--- config.mk ---
export PLATFORM = sky130hd
export DESIGN_NAME = gr_nibble_reader_flat
export DESIGN_NICKNAME = d
export VERILOG_FILES = /design/src/rtl/gr_nibble_reader_if.sv /design/src/rtl/gr_nibble_reader.sv /design/src/flat_wrapper.sv
export SDC_FILE = /design/constraint.sdc
export NUM_CORES = 1
export LEC_CHECK = 0
export CORE_MARGIN = 8
export CORE_UTILIZATION = 42
export CTS_CLUSTER_DIAMETER = 100
export DETAILED_ROUTE_END_ITERATION = 7
export PLACE_DENSITY_LB_ADDON = 0.15
export SYNTH_ARGS = -nofsm -noshare
export SYNTH_HDL_FRONTEND = slang
export SYNTH_SLANG_ARGS = --single-unit
--- constraint.sdc ---
create_clock -name clk -period 2.5 [get_ports clk]
set_clock_uncertainty 0.2 [all_clocks]
set_input_delay 0.375 -clock clk [delete_from_list [all_inputs] [get_ports clk]]
set_output_delay 0.375 -clock clk [all_outputs]
set_load 0.01 [all_outputs]
--- src/rtl/gr_nibble_reader_if.sv ---
// -----------------------------------------------------------------------------
// gr_nibble_reader_if
//
// Purpose : Groups the read-select, register and data-bus handshake signals of
//           gr_nibble_reader into one bundle.
//
// Signals : rd_req, rd_lsb, rd_msb  read request and nibble selects (control unit)
//           gr_2_bus [7:0]          current general register value
//           bus_ready               bus consumer accepts the current beat
//           bus_out  [7:0]          data beat
//           bus_valid               bus_out is valid
//           rd_busy                 read in progress
//           rd_done                 one-cycle completion strobe
//           bus_parity              XOR of bus_out (only with GR_RD_PARITY_EN)
//
// Modports: master - control unit / bus consumer side
//           slave  - gr_nibble_reader side
//
// Build option: define GR_RD_PARITY_EN to add bus_parity.
// -----------------------------------------------------------------------------
interface gr_nibble_reader_if;
    logic       rd_req;
    logic       rd_lsb;
    logic       rd_msb;
    logic [7:0] gr_2_bus;
    logic       bus_ready;
    logic [7:0] bus_out;
    logic       bus_valid;
    logic       rd_busy;
    logic       rd_done;
`ifdef GR_RD_PARITY_EN
    logic       bus_parity;

    modport master (
        output rd_req, rd_lsb, rd_msb, gr_2_bus, bus_ready,
        input  bus_out, bus_valid, rd_busy, rd_done, bus_parity
    );

    modport slave (
        input  rd_req, rd_lsb, rd_msb, gr_2_bus, bus_ready,
        output bus_out, bus_valid, rd_busy, rd_done, bus_parity
    );
`else
    modport master (
        output rd_req, rd_lsb, rd_msb, gr_2_bus, bus_ready,
        input  bus_out, bus_valid, rd_busy, rd_done
    );

    modport slave (
        input  rd_req, rd_lsb, rd_msb, gr_2_bus, bus_ready,
        output bus_out, bus_valid, rd_busy, rd_done
    );
`endif
endinterface

--- src/rtl/gr_nibble_reader.sv ---
// -----------------------------------------------------------------------------
// gr_nibble_reader
//
// Purpose : Read-side counterpart of the nibble-loaded general register. On a
//           read request it snapshots the register and returns the low nibble,
//           the high nibble or the full byte to the 8-bit data bus using a
//           valid/ready handshake, then pulses rd_done for one cycle.
//
// Ports   : clk   - system clock, rising edge
//           rst   - asynchronous, active-low reset
//           bus   - gr_nibble_reader_if.slave (selects, register value,
//                   bus_out/bus_valid/bus_ready handshake, rd_busy, rd_done)
//
// Parameters:
//           SPLIT_FULL - 1: full-byte read is sent as two nibble beats, LSB first
//                        0: full-byte read is one 8-bit beat
//           ZERO_FILL  - 1: bus_out[7:4] is 0 on nibble beats
//                        0: bus_out[7:4] carries the snapshot's other nibble
//
// Build option: define GR_RD_PARITY_EN to add bus.bus_parity (XOR of bus_out),
//           registered alongside bus_out.
// -----------------------------------------------------------------------------
module gr_nibble_reader #(
    parameter bit SPLIT_FULL = 1'b0,
    parameter bit ZERO_FILL  = 1'b1
) (
    input  logic               clk,
    input  logic               rst,
    gr_nibble_reader_if.slave  bus
);

    typedef enum logic [1:0] {
        IDLE  = 2'd0,
        BEAT0 = 2'd1,
        BEAT1 = 2'd2,
        DONE  = 2'd3
    } state_t;

    state_t     state_q;
    logic [7:0] snap_q;
    logic [1:0] mode_q;      // {msb, lsb} captured with the request
    logic       beat_cnt_q;  // 0 while the first beat is on the bus, 1 on the second
    logic [7:0] bus_out_q;
    logic       bus_valid_q;
    logic       rd_busy_q;
    logic       rd_done_q;
`ifdef GR_RD_PARITY_EN
    logic       bus_parity_q;
`endif

    // Places a nibble in bus_out[3:0] and fills the upper half per ZERO_FILL.
    function automatic logic [7:0] fill_nibble(input logic [3:0] nib,
                                               input logic [3:0] other);
        if (ZERO_FILL) begin
            return {4'h0, nib};
        end
        return {other, nib};
    endfunction

    // First beat of a read, formed straight from the register so that the
    // beat can be registered in the same edge that takes the snapshot.
    function automatic logic [7:0] beat0_word(input logic [7:0] val,
                                              input logic [1:0] mode);
        case (mode)
            2'b01:   return fill_nibble(val[3:0], val[7:4]);
            2'b10:   return fill_nibble(val[7:4], val[3:0]);
            default: begin
                if (SPLIT_FULL) begin
                    return fill_nibble(val[3:0], val[7:4]);
                end
                return val;
            end
        endcase
    endfunction

    // Second beat only exists for a split full-byte read: the high nibble.
    function automatic logic [7:0] beat1_word(input logic [7:0] val);
        return fill_nibble(val[7:4], val[3:0]);
    endfunction

    logic [1:0] req_mode_d;
    logic       req_ok_d;
    logic [7:0] beat0_d;
    logic [7:0] beat1_d;
    logic       xfer_d;
    logic       last_beat_d;

    assign req_mode_d  = {bus.rd_msb, bus.rd_lsb};
    assign req_ok_d    = bus.rd_req & (bus.rd_lsb | bus.rd_msb);
    assign beat0_d     = beat0_word(bus.gr_2_bus, req_mode_d);
    assign beat1_d     = beat1_word(snap_q);
    assign xfer_d      = bus_valid_q & bus.bus_ready;
    // Only a split full-byte read has a second beat.
    assign last_beat_d = (mode_q != 2'b11) || !SPLIT_FULL || beat_cnt_q;

    always_ff @(posedge clk or negedge rst) begin
        if (!rst) begin
            state_q      <= IDLE;
            snap_q       <= 8'h00;
            mode_q       <= 2'b00;
            beat_cnt_q   <= 1'b0;
            bus_out_q    <= 8'h00;
            bus_valid_q  <= 1'b0;
            rd_busy_q    <= 1'b0;
            rd_done_q    <= 1'b0;
`ifdef GR_RD_PARITY_EN
            bus_parity_q <= 1'b0;
`endif
        end else begin
            case (state_q)
                IDLE: begin
                    rd_done_q <= 1'b0;
                    if (req_ok_d) begin
                        snap_q       <= bus.gr_2_bus;
                        mode_q       <= req_mode_d;
                        beat_cnt_q   <= 1'b0;
                        bus_out_q    <= beat0_d;
                        bus_valid_q  <= 1'b1;
                        rd_busy_q    <= 1'b1;
`ifdef GR_RD_PARITY_EN
                        bus_parity_q <= ^beat0_d;
`endif
                        state_q      <= BEAT0;
                    end
                end

                BEAT0, BEAT1: begin
                    // Beat is held until the consumer takes it; requests are ignored.
                    if (xfer_d) begin
                        if (last_beat_d) begin
                            bus_out_q    <= 8'h00;
                            bus_valid_q  <= 1'b0;
                            rd_done_q    <= 1'b1;
`ifdef GR_RD_PARITY_EN
                            bus_parity_q <= 1'b0;
`endif
                            state_q      <= DONE;
                        end else begin
                            bus_out_q    <= beat1_d;
                            beat_cnt_q   <= 1'b1;
`ifdef GR_RD_PARITY_EN
                            bus_parity_q <= ^beat1_d;
`endif
                            state_q      <= BEAT1;
                        end
                    end
                end

                DONE: begin
                    rd_done_q  <= 1'b0;
                    rd_busy_q  <= 1'b0;
                    beat_cnt_q <= 1'b0;
                    state_q    <= IDLE;
                end

                default: begin
                    state_q <= IDLE;
                end
            endcase
        end
    end

    assign bus.bus_out    = bus_out_q;
    assign bus.bus_valid  = bus_valid_q;
    assign bus.rd_busy    = rd_busy_q;
    assign bus.rd_done    = rd_done_q;
`ifdef GR_RD_PARITY_EN
    assign bus.bus_parity = bus_parity_q;
`endif

endmodule

--- src/flat_wrapper.sv ---
// flat-port wrapper written by rule: the top's interface ports become plain ports
module gr_nibble_reader_flat 
#(
    parameter bit SPLIT_FULL = 1'b0,
    parameter bit ZERO_FILL  = 1'b1
)
  (clk, rst, bus_rd_req, bus_rd_lsb, bus_rd_msb, bus_gr_2_bus, bus_bus_ready, bus_bus_out, bus_bus_valid, bus_rd_busy, bus_rd_done);
  gr_nibble_reader_if bus_i ();
  input  logic clk;
  input  logic rst;
  input wire logic [$bits(bus_i.rd_req)-1:0] bus_rd_req;
  input wire logic [$bits(bus_i.rd_lsb)-1:0] bus_rd_lsb;
  input wire logic [$bits(bus_i.rd_msb)-1:0] bus_rd_msb;
  input wire logic [$bits(bus_i.gr_2_bus)-1:0] bus_gr_2_bus;
  input wire logic [$bits(bus_i.bus_ready)-1:0] bus_bus_ready;
  output wire logic [$bits(bus_i.bus_out)-1:0] bus_bus_out;
  output wire logic [$bits(bus_i.bus_valid)-1:0] bus_bus_valid;
  output wire logic [$bits(bus_i.rd_busy)-1:0] bus_rd_busy;
  output wire logic [$bits(bus_i.rd_done)-1:0] bus_rd_done;
  assign bus_i.rd_req = bus_rd_req;
  assign bus_i.rd_lsb = bus_rd_lsb;
  assign bus_i.rd_msb = bus_rd_msb;
  assign bus_i.gr_2_bus = bus_gr_2_bus;
  assign bus_i.bus_ready = bus_bus_ready;
  assign bus_bus_out = bus_i.bus_out;
  assign bus_bus_valid = bus_i.bus_valid;
  assign bus_rd_busy = bus_i.rd_busy;
  assign bus_rd_done = bus_i.rd_done;
  gr_nibble_reader #(.SPLIT_FULL(SPLIT_FULL), .ZERO_FILL(ZERO_FILL)) u_core (.clk(clk), .rst(rst), .bus(bus_i));
endmodule
Word-level counts from Yosys, hierarchy flattened. Cells that the tools add are included.

Register bits after elaboration: 13. Output and inout port bits: 11.

Equal/unequal tests: 7. Multiplexer cells: 17. Bitwise logic cells: 3. Reductions and logical operators: 8.

Operator list (count): $mux W8 (4); $pmux W8 S2 (2); $eq A2 B2 Y1 const B (3); $pmux W1 S2 (3); $pmux W2 S3 (1); $mux W1 (5); $eq A2 B1 Y1 const B (2); $mux W2 (2); $ne A2 B1 Y1 const B (2); $reduce_and A2 Y1 (2); $reduce_bool A2 Y1 (2); $reduce_or A2 Y1 (2); $reduce_and A3 Y1 (1); $and A1 B1 Y1 (2); $logic_not A2 Y1 (1); $or A1 B1 Y1 (1).

Logic depth before layout (Yosys ltp).
Depth after elaboration: 6. Gate-level depth with buffers: 6. Gate-level depth less buffers: 6.

Worst setup path after synthesis. Ideal clock, no wire load.

Path kind: input to register. Start point: in bus_rd_msb. End point: reg u_core.bus_out_q[4], in the netlist u_core.bus.bus_out[4]. Arrival time: 1.447 ns. Required time: 2.179 ns. Setup slack: 0.732 ns. Stages on the path: 6. Path through: inv_1 > ha_1 > nand2b_4 > a22o_4 > or2_4 > a22o_1.

Longest elaborated chain between the ends: 4.

RTL lines: from (decl) (RTL line flat_wrapper.sv:13) `input wire logic [$bits(bus_i.rd_msb)-1:0] bus_rd_msb;`; $eq A2 B2 Y1, or another cell as far along; $pmux W8 S2 or $and A1 B1 Y1 (tied branches) (RTL line gr_nibble_reader.sv:64, gr_nibble_reader.sv:89); $mux W8 or $ne A2 B1 Y1 (tied branches); $pmux W8 S2 or $reduce_and A3 Y1 (tied branches); to (signal assigned) (RTL line gr_nibble_reader.sv:117) `bus_out_q <= beat0_d;`; to (signal assigned) (RTL line gr_nibble_reader.sv:139) `bus_out_q <= beat1_d;`; to (decl) (RTL line gr_nibble_reader.sv:43) `logic [7:0] bus_out_q;`.

Several ways; a longest one is shown, not always the timed one. The select of a mux whose other input is x is not followed. A chain may end at the register's enable or synchronous reset.

Worst setup path after layout. Same ends and word-level chain as after synthesis.

==> impl_metrics.env <==
export IMPL_syn_inst=67
export IMPL_die_area_mm2=0.003219
export IMPL_max_cap_viol_count=0
export IMPL_synth_edf_count=0
export IMPL_cp_arrival_ns=2.04
export IMPL_post_synth_instance_area_um2=696.9
export IMPL_cp_end_kind="flip-flop"
export IMPL_rsz0062_at_grt="no"
export IMPL_die_w_um=56.74
export IMPL_antenna_found_initial=0
export IMPL_antenna_diode_count=0
export IMPL_drv_slew=0
export IMPL_cts_inserted_buffers=3
export IMPL_async_reset_ff_frac=1.000
export IMPL_clkTransAtPathRegs_ns=0.08
export IMPL_cpMaxStageDelayCell="clkdlybuf4s50_1"
export IMPL_criticalPathCategory="in -> reg"
export IMPL_endpoint_required_time_on_the_critical_path_ns=2.47
export IMPL_vdd_ir_drop_max_uv=275.5
export IMPL_most_area_consuming_cells_after_synthesis="dfrtp_1, ha_1, o21ai_0"
export IMPL_post_synth_top_area_cell="dfrtp_1"
export IMPL_port_buffers=24
export IMPL_cts_resized=0
export IMPL_mostFrequentLayoutCell="clkdlybuf4s50_1"
export IMPL_grt_start_max_net_pins=14
export IMPL_wire_per_inst_um=15.81
export IMPL_yosys_most_used_dff="dfrtp_1"
export IMPL_cts_root_buffer_cell="clkbuf_4"
export IMPL_max_freq_ghz=0.4815
export IMPL_via_count=612
export IMPL_critical_path_top_delay_family="buffers and inverters"
export IMPL_drtPass1Iterations=4
export IMPL_clockBufferDepth=2
export IMPL_finish_net_count=116
export IMPL_global_route_usage_total=0.1093
export IMPL_synth_register_bits=13
export IMPL_num_io_pins=25
export IMPL_period_minus_slack_ns=2.077
export IMPL_place_gp_congestion=0.7762
export IMPL_cts_hold_buffers=0
export IMPL_clk_insertion_delay_late_ns=0.28
export IMPL_antenna_left=0
export IMPL_synth_yosys_warnings=0
export IMPL_initial_core_utilization=0.4573
export IMPL_final_cell_mix="clkdlybuf4s50_1, dfrtp_1, o21ai_0"
export IMPL_cts_tree="done"
export IMPL_detail_route_vias_per_cell=5.514
export IMPL_grt_pass1_wl_um=2739
export IMPL_floorplan_core_area_mm2=0.001524
export IMPL_synthToLayoutAreaGrowth_pct=41.11
export IMPL_num_fill_cells=134
export IMPL_post_route_drc_count=0
export IMPL_power_density_cell_area_mw_per_mm2=437.6
export IMPL_timing_setup_tns_ns=0
export IMPL_post_route_cells_drive_above_1_share=0.07368
export IMPL_post_dp_hpwl_um=1396
export IMPL_transition_time_of_the_tightest_slew_check_pin_ns=0.5915
export IMPL_p_leak_nw=0.4344
export IMPL_setup_worst_path_start_class="input pin"
export IMPL_dr_first_iter_drc_count=10
export IMPL_worst_path_largest_cell_delay_ns=0.48
export IMPL_outcome="completed"
export IMPL_tritoncts_num_sinks=13
export IMPL_fp_dieH_um=56.74
export IMPL_number_of_distinct_library_cells_after_synthesis=18
export IMPL_cp_num_buf_inv=2
export IMPL_finalHoldViolCount=0
export IMPL_min_period_over_period=0.8307
export IMPL_synth_net_count=87
export IMPL_ys_seq_area_frac=0.4668
export IMPL_power_w=0.0004303
export IMPL_hold_path_class="in -> async"
export IMPL_netlist_area_leader_share=0.4668
export IMPL_crit_chain="clkdlybuf4s50_1 -> inv_1 -> ha_1 -> nand2b_4 -> a22o_4 -> or2_4 -> a22o_1"
export IMPL_timing_final_setup_violations=0
export IMPL_synth_avg_cell_area_um2=10.40
export IMPL_grt_remaining_overflow=0
export IMPL_std_cell_rows=14
export IMPL_cts_setup_buffers=0
export IMPL_totalWireLength_um=1755
export IMPL_clock_tree_htree_level_count=1
export IMPL_worst_path_max_fanout=7
export IMPL_vias_in_the_first_global_route=621
export IMPL_slew_headroom=0.6044
==> cell type report <==
type,count,area (um2),area share
flip-flops and latches,13,325.3,0.3308
clock buffers,4,26.28,0.02672
multi-input cells,49,352.8,0.3588
well taps,16,20.02,0.02036
repair buffers,24,240.2,0.2443
inverters,5,18.77,0.01908
==> final timing paths <==
| path | to | depth (start not counted) | start | slack, ns |
|---|---|---|---|---|
| setup / recovery | u_core.bus.bus_out[4] | 7 | bus_rd_msb | 0.42 |
| setup reg to reg | u_core.bus.bus_out[4] | 5 | u_core.state_q[0] | 0.44 |
| hold reg to reg | u_core.bus.bus_out[6] | 1 | u_core.bus.bus_out[6] | 0.31 |
| max in group asynchronous | u_core.state_q[0] | 1 | rst | 1.45 |
| min in group clk | u_core.bus.bus_out[6] | 1 | u_core.bus.bus_out[6] | 0.31 |
| hold / removal | u_core.bus.bus_out[7] | 1 | rst | 0.26 |
==> stage by stage <==
stage / instance area [um2] / setup slack (ns) / std cells / hold WS [ns] / util
floorplan: 696.9 / 0.7322 / 67 / -0.1206 / -
global placement: 957.2 / 0.1774 / 107 / 0.2882 / 0.6281
detailed placement: 957.2 / 0.1231 / 107 / 0.2855 / 0.6281
CTS: 983.4 / 0.4253 / 111 / 0.2787 / 0.6453
global route: 983.4 / 0.3671 / 111 / 0.3166 / 0.6453
finish: 983.4 / 0.4233 / 111 / 0.2629 / 0.6453
==> sequential cells by signal, indices dropped and copies added, names as in the netlist <==
name / cells
u_core.bus.bus_out: 8
u_core.bus.bus_valid: 1
u_core.bus.rd_done: 1
u_core.bus.rd_busy: 1
u_core.state_q: 2
==> worst register-to-register path: stages (launching register included) <==
cell and delay [ns]:
dfrtp_1 0.41, inv_1 0.06, ha_1 0.37, nand2b_1 0.23
nor3_1 0.47, a22o_1 0.25
==> Yosys cell counts, types with 2 or more instances <==
cell and count:
dfrtp_1 13, o21ai_0 10, nand2_1 9, ha_1 6
a22o_1 5, inv_1 5, a21oi_1 4, a32o_1 4
nand2b_1 2
==> layer usage <==
layer  part of all wire  GRT usage
met5                  0          0
met4              0.025    0.08054
met3              0.065    0.04719
met2               0.47     0.1677
met1               0.44     0.1159
==> kinds of logic after synthesis <==
logic type	count (synthesis)	share of synthesized area
buffers and inverters	5	0.02693
AOI/OAI and AO/OA	25	0.2585
DFF	13	0.4668
and+or+nand+nor	18	0.1400
adders and majority gates	6	0.1077
==> report_power, final <==
group / internal [W] / total [W] / switching [W]
registers: 0.000217 / 0.000221 / 0.00000369
logic: 0.0000437 / 0.0000754 / 0.0000316
clock network: 0.0000620 / 0.000134 / 0.0000725
(Power assumes the default switching activity.)
==> RTL edit 1 (same settings) <==
`ZERO_FILL` is set to 1'b1 in 2 places; all go to 1'b0.
--- a/src/rtl/gr_nibble_reader.sv
+++ b/src/rtl/gr_nibble_reader.sv
@@ -22,7 +22,7 @@
 // -----------------------------------------------------------------------------
 module gr_nibble_reader #(
     parameter bit SPLIT_FULL = 1'b0,
-    parameter bit ZERO_FILL  = 1'b1
+    parameter bit ZERO_FILL  = 1'b0
 ) (
     input  logic               clk,
     input  logic               rst,
--- a/src/flat_wrapper.sv
+++ b/src/flat_wrapper.sv
@@ -2,7 +2,7 @@
 module gr_nibble_reader_flat 
 #(
     parameter bit SPLIT_FULL = 1'b0,
-    parameter bit ZERO_FILL  = 1'b1
+    parameter bit ZERO_FILL  = 1'b0
 )
   (clk, rst, bus_rd_req, bus_rd_lsb, bus_rd_msb, bus_gr_2_bus, bus_bus_ready, bus_bus_out, bus_bus_valid, bus_rd_busy, bus_rd_done);
   gr_nibble_reader_if bus_i ();
Function: changed (a bounded check fails within 4 cycles, from zero or initial values and one cycle with rst low).
==> RTL edit 1 against the unedited design <==
Wire length fell by 10%; register-to-register slack better by 0.18 ns; cell area fell by 1.9%; sequential cell count is the same; critical path depth decreased by 2; sequential share of layout area is 0.64 points higher; worst setup slack improved by 0.19 ns; synthesized area increased by 0.72%; critical endpoint is now u_core.bus.bus_out[1]; highest routed layer unchanged.
Power is not compared: it rests on default switching activity, and its combinational part moved more than twofold at a synthesized area within 25%.
==> RTL edit 1: results (changes against the unedited design) <==
- Worst hold slack: 0.2754 ns (+0.01245 ns)
- Via-per-instance ratio: 5.222 (-5.3%)
- Final WL: 1.574 mm (-10%)
- Fraction of area in registers: 33.72% (+0.64 points)
- Dpl hpwl: 1.228 mm (-12%)
- #MultiIn Comb: 40 (-18%)
- Fraction of area in multi-input gates: 32.30% (-3.6 points)
- CP max stage cell: a211oi_4
- Crit path max fanout: 8 (+1)
- Crit path max-delay family: compound AO/OA/AOI/OAI gates
- Place WS: 0.4348 ns (+0.3117 ns)
- Share of layout cells above drive strength 1: 5.435% (-1.9 points)
- Synth cell types: 20 (+2)
- Total power: about 1100 uW
- Area contributors post-synth: dfrtp_1 46%, mux2i_1 13%, o22ai_1 7.1%, inv_1 5.9%, ha_1 5.3%
- Post-synth top cells: 13 x dfrtp_1, 11 x inv_1, 9 x mux2i_1
- Worst R2R Setup Slack: 0.62 ns (+0.18 ns)
- Status: complete, no violations
- FF-to-FF End: u_core.bus.bus_out[1]
- Register area share after synthesis: 46.35% (-0.33 points)
- Gr usage total: 9.354% (-1.6 points)
- Clock buffers and inverters, area share: 2.724% (+0.052 points)
- Number of global-route vias before repair: 562 (-9.5%)
- First-pass GRT wire length: 2.511 mm (-8.3%)
- Max incr delay on CP: 0.42 ns (-0.06 ns)
- DP Area: 938.4 um2 (-2.0%)
- Data arrival, critical path: 1.83 ns (-0.21 ns)
- Fillers: 137 (+2.2%)
-- RTL edit 1: changes by cell type after synthesis, moves of 2 or more --
| cell | unedited run | this run |
|---|---|---|
| mux2i_1 | 0 | 9 |
| o22ai_1 | 0 | 8 |
| ha_1 | 6 | 3 |
| inv_1 | 5 | 11 |
| nand2_1 | 9 | 1 |
| a32o_1 | 4 | 0 |
| o21ai_0 | 10 | 2 |
| a21oi_1 | 4 | 6 |
| a22o_1 | 5 | 0 |
| buf_1 | 0 | 2 |
-- RTL edit 1: through the flow --
step / std cells / util, %
4_1_cts: 108 / 62.58
2_1_floorplan: 68 / -
3_5_place_dp: 104 / 60.88
5_1_grt: 108 / 62.58
6_report: 108 / 62.58
3_3_place_gp: 104 / 60.88
-- RTL edit 1: worst max-delay path by stage --
stage                                 start               endpoint  slack, ns
after global routing      u_core.state_q[0]  u_core.bus.bus_out[7]       0.53
after detailed placement         bus_rd_msb  u_core.bus.bus_out[7]       0.43
after floorplan           u_core.state_q[0]  u_core.bus.bus_out[0]       0.82
after global placement           bus_rd_msb  u_core.bus.bus_out[7]       0.47
final                     u_core.state_q[0]  u_core.bus.bus_out[1]       0.62
after CTS                 u_core.state_q[0]  u_core.bus.bus_out[5]       0.62
-- RTL edit 1: layer usage --
layer | up-vias | share of wire [%] | track usage, %
li1 | 285 | - | -
met1 | 256 | 48 | 12.09
met2 | 18 | 42 | 13.49
met3 | 5 | 7.9 | 3.371
met4 | 0 | 1.8 | 4.027
met5 | - | 0 | 0
-- RTL edit 1: logic make-up after synthesis --
kind of cell / count (synthesis) / synth area share (%)
AO/OA/AOI/OAI: 22 / 21.39
buffers and inverters: 15 / 9.269
adder cells (fa/ha/maj): 3 / 5.348
multiplexers: 9 / 12.83
AND/OR/NAND/NOR: 6 / 4.811
flip-flops: 13 / 46.35
==> RTL edit 2 (same flow settings) <==
Without the edit above. Make the reset (`rst`) synchronous in one clocked block. Comments in the files are not updated.
--- a/src/rtl/gr_nibble_reader.sv
+++ b/src/rtl/gr_nibble_reader.sv
@@ -93,7 +93,7 @@
     // Only a split full-byte read has a second beat.
     assign last_beat_d = (mode_q != 2'b11) || !SPLIT_FULL || beat_cnt_q;
 
-    always_ff @(posedge clk or negedge rst) begin
+    always_ff @(posedge clk) begin
         if (!rst) begin
             state_q      <= IDLE;
             snap_q       <= 8'h00;
Formal check against the unedited RTL: differs if rst is asserted again (counterexample within 4 cycles, from zero or initial values and one cycle with rst low); with rst held inactive, the same outputs for 10 cycles.
==> RTL edit 2 against the unedited design <==
Sequential share of layout area shrank 4.5 points; die area decreased by 6.4%; sequential cell count did not move; wire length down 11%; worst hold slack better by 0.0088 ns; worst setup slack better by 0.13 ns; critical endpoint is now u_core.bus.bus_out[5]; synthesized cell count down 10%; cell area shrank 7.4%; count of clock-buffer cells in the layout unchanged; synthesized area fell by 8.8%.
Power is not compared: it rests on default switching activity, and its combinational part moved more than twofold at a synthesized area within 25%.
==> RTL edit 2: results (changes against the unedited design) <==
- Crit path max fanout: 9 (+2)
- Register area share after synthesis: 40.94% (-5.7 points)
- DR iter-0 viols: 6 (-4)
- Min-delay worst type: reg2reg
- Max incr delay on CP: 0.50 ns (+0.02 ns)
- Share of layout cells above drive strength 1: 8.046% (+0.68 points)
- Slew @ Worst Pin: 0.3411 ns (-0.2504 ns)
- Via count: 539 (-12%)
- Area contributors post-synth: dfxtp_1 41%, ha_1 12%, o2bb2ai_1 6.9%, a22o_1 5.5%, a32oi_1 5.5%
- M1 wire length: 629 um (-18%)
- Data arrival, critical path: 1.92 ns (-0.12 ns)
- Maximum number of pins on one net before global-route repair: 10 (-4)
- Mean Syn Cell Area: 10.59 um2 (+1.8%)
- Worst R2R Setup Slack: 0.64 ns (+0.20 ns)
- Fillers: 129 (-3.7%)
- Placed cell count: 99 (-7.5%)
- Routed wl met3: 154 um (+35%)
- Status: complete, no violations
- Met2 WL post-DR: 745 um (-10%)
- Synth cell types: 26 (+8)
- Critical path buffers and inverters: 2 (unchanged)
- FF-to-FF End: u_core.bus.bus_out[5]
- WL/cell: 15.12 um (-4.4%)
- Nets@finish: 108 (-6.9%)
- Dpl hpwl: 1.227 mm (-12%)
- Placer Congestion: 0.7108 (-8.4%)
- Gr usage total: 11.50% (+0.57 points)
- Number of global-route vias before repair: 568 (-8.5%)
- Post-synth top cells: 13 x dfxtp_1, 6 x ha_1, 5 x o2bb2ai_1
- Crit path max-delay family: buffers and inverters
- Post-route insts no fill: 103 (-7.2%)
- Largest register FFs: 8 (unchanged)
- R2R Path Start: u_core.state_q[0]
- Post-synth ARST share: 0% (-100 points)
==> RTL edit 2: final cells by class <==
class | instances | share of cell area (%)
flip-flops and latches | 13 | 28.57
multi-input cells | 42 | 38.32
inverters | 4 | 1.648
repair buffers | 24 | 26.37
clock buffers | 4 | 2.885
well taps | 16 | 2.198
==> RTL edit 2: layer usage <==
layer,vias up,GRT usage [%]
li1,278,-
met3,4,7.219
met1,241,11.18
met2,16,19.06
met4,0,5.200
met5,-,0
==> RTL edit 2: kinds of logic after synthesis <==
kind of cell               after synthesis  share of synthesized area [%]
DFF                                     13                          40.94
muxes                                    1                          1.575
and+or+nand+nor                         15                          14.77
adders and majority gates                6                          11.81
buffers and inverters                    5                          4.133
AOI/OAI and AO/OA                       20                          26.77
==> RTL edit 2: report_power, final <==
part	internal, uW	switching (uW)	leakage [uW]
Combinational	172	147	0.000244
Sequential	255	37.1	0.000106
Clock	61.9	65.2	0.0000150
==> RTL edit 2: worst max path at each step <==
stage	start	endpoint	slack (ns)	cells past startpoint
after floorplan	u_core.state_q[0]	u_core.bus.bus_out[4]	0.76	6
after global placement	bus_rd_msb	u_core.bus.bus_out[5]	0.32	6
after detailed placement	bus_rd_msb	u_core.bus.bus_out[7]	0.26	6
after CTS	bus_rd_msb	u_core.bus.bus_out[5]	0.56	6
after global routing	bus_rd_lsb	u_core.bus.bus_out[7]	0.48	6
final	bus_rd_lsb	u_core.bus.bus_out[5]	0.56	6
==> RTL edit 2: worst register-to-register path, cell delays in order, from the launching register on <==
cell and delay, ns:
dfxtp_1 0.40, inv_1 0.06, ha_1 0.35, nand2b_1 0.17, a32o_1 0.37, a22o_1 0.22
==> RTL edit 2: stage by stage <==
stage               util [%]  cell area (um2)  total power (uW)  hold WS, ns  worst slack [ns]
floorplan                  -            635.6             499.7       0.2688            0.7591
global placement       60.84            884.6             608.7       0.2566            0.3214
detailed placement     60.84            884.6             616.4       0.2599            0.2626
CTS                    62.65            910.9             746.6       0.2767            0.5597
global route           62.65            910.9             792.7       0.2974            0.4791
finish                 62.65            910.9             738.1       0.2717            0.5552
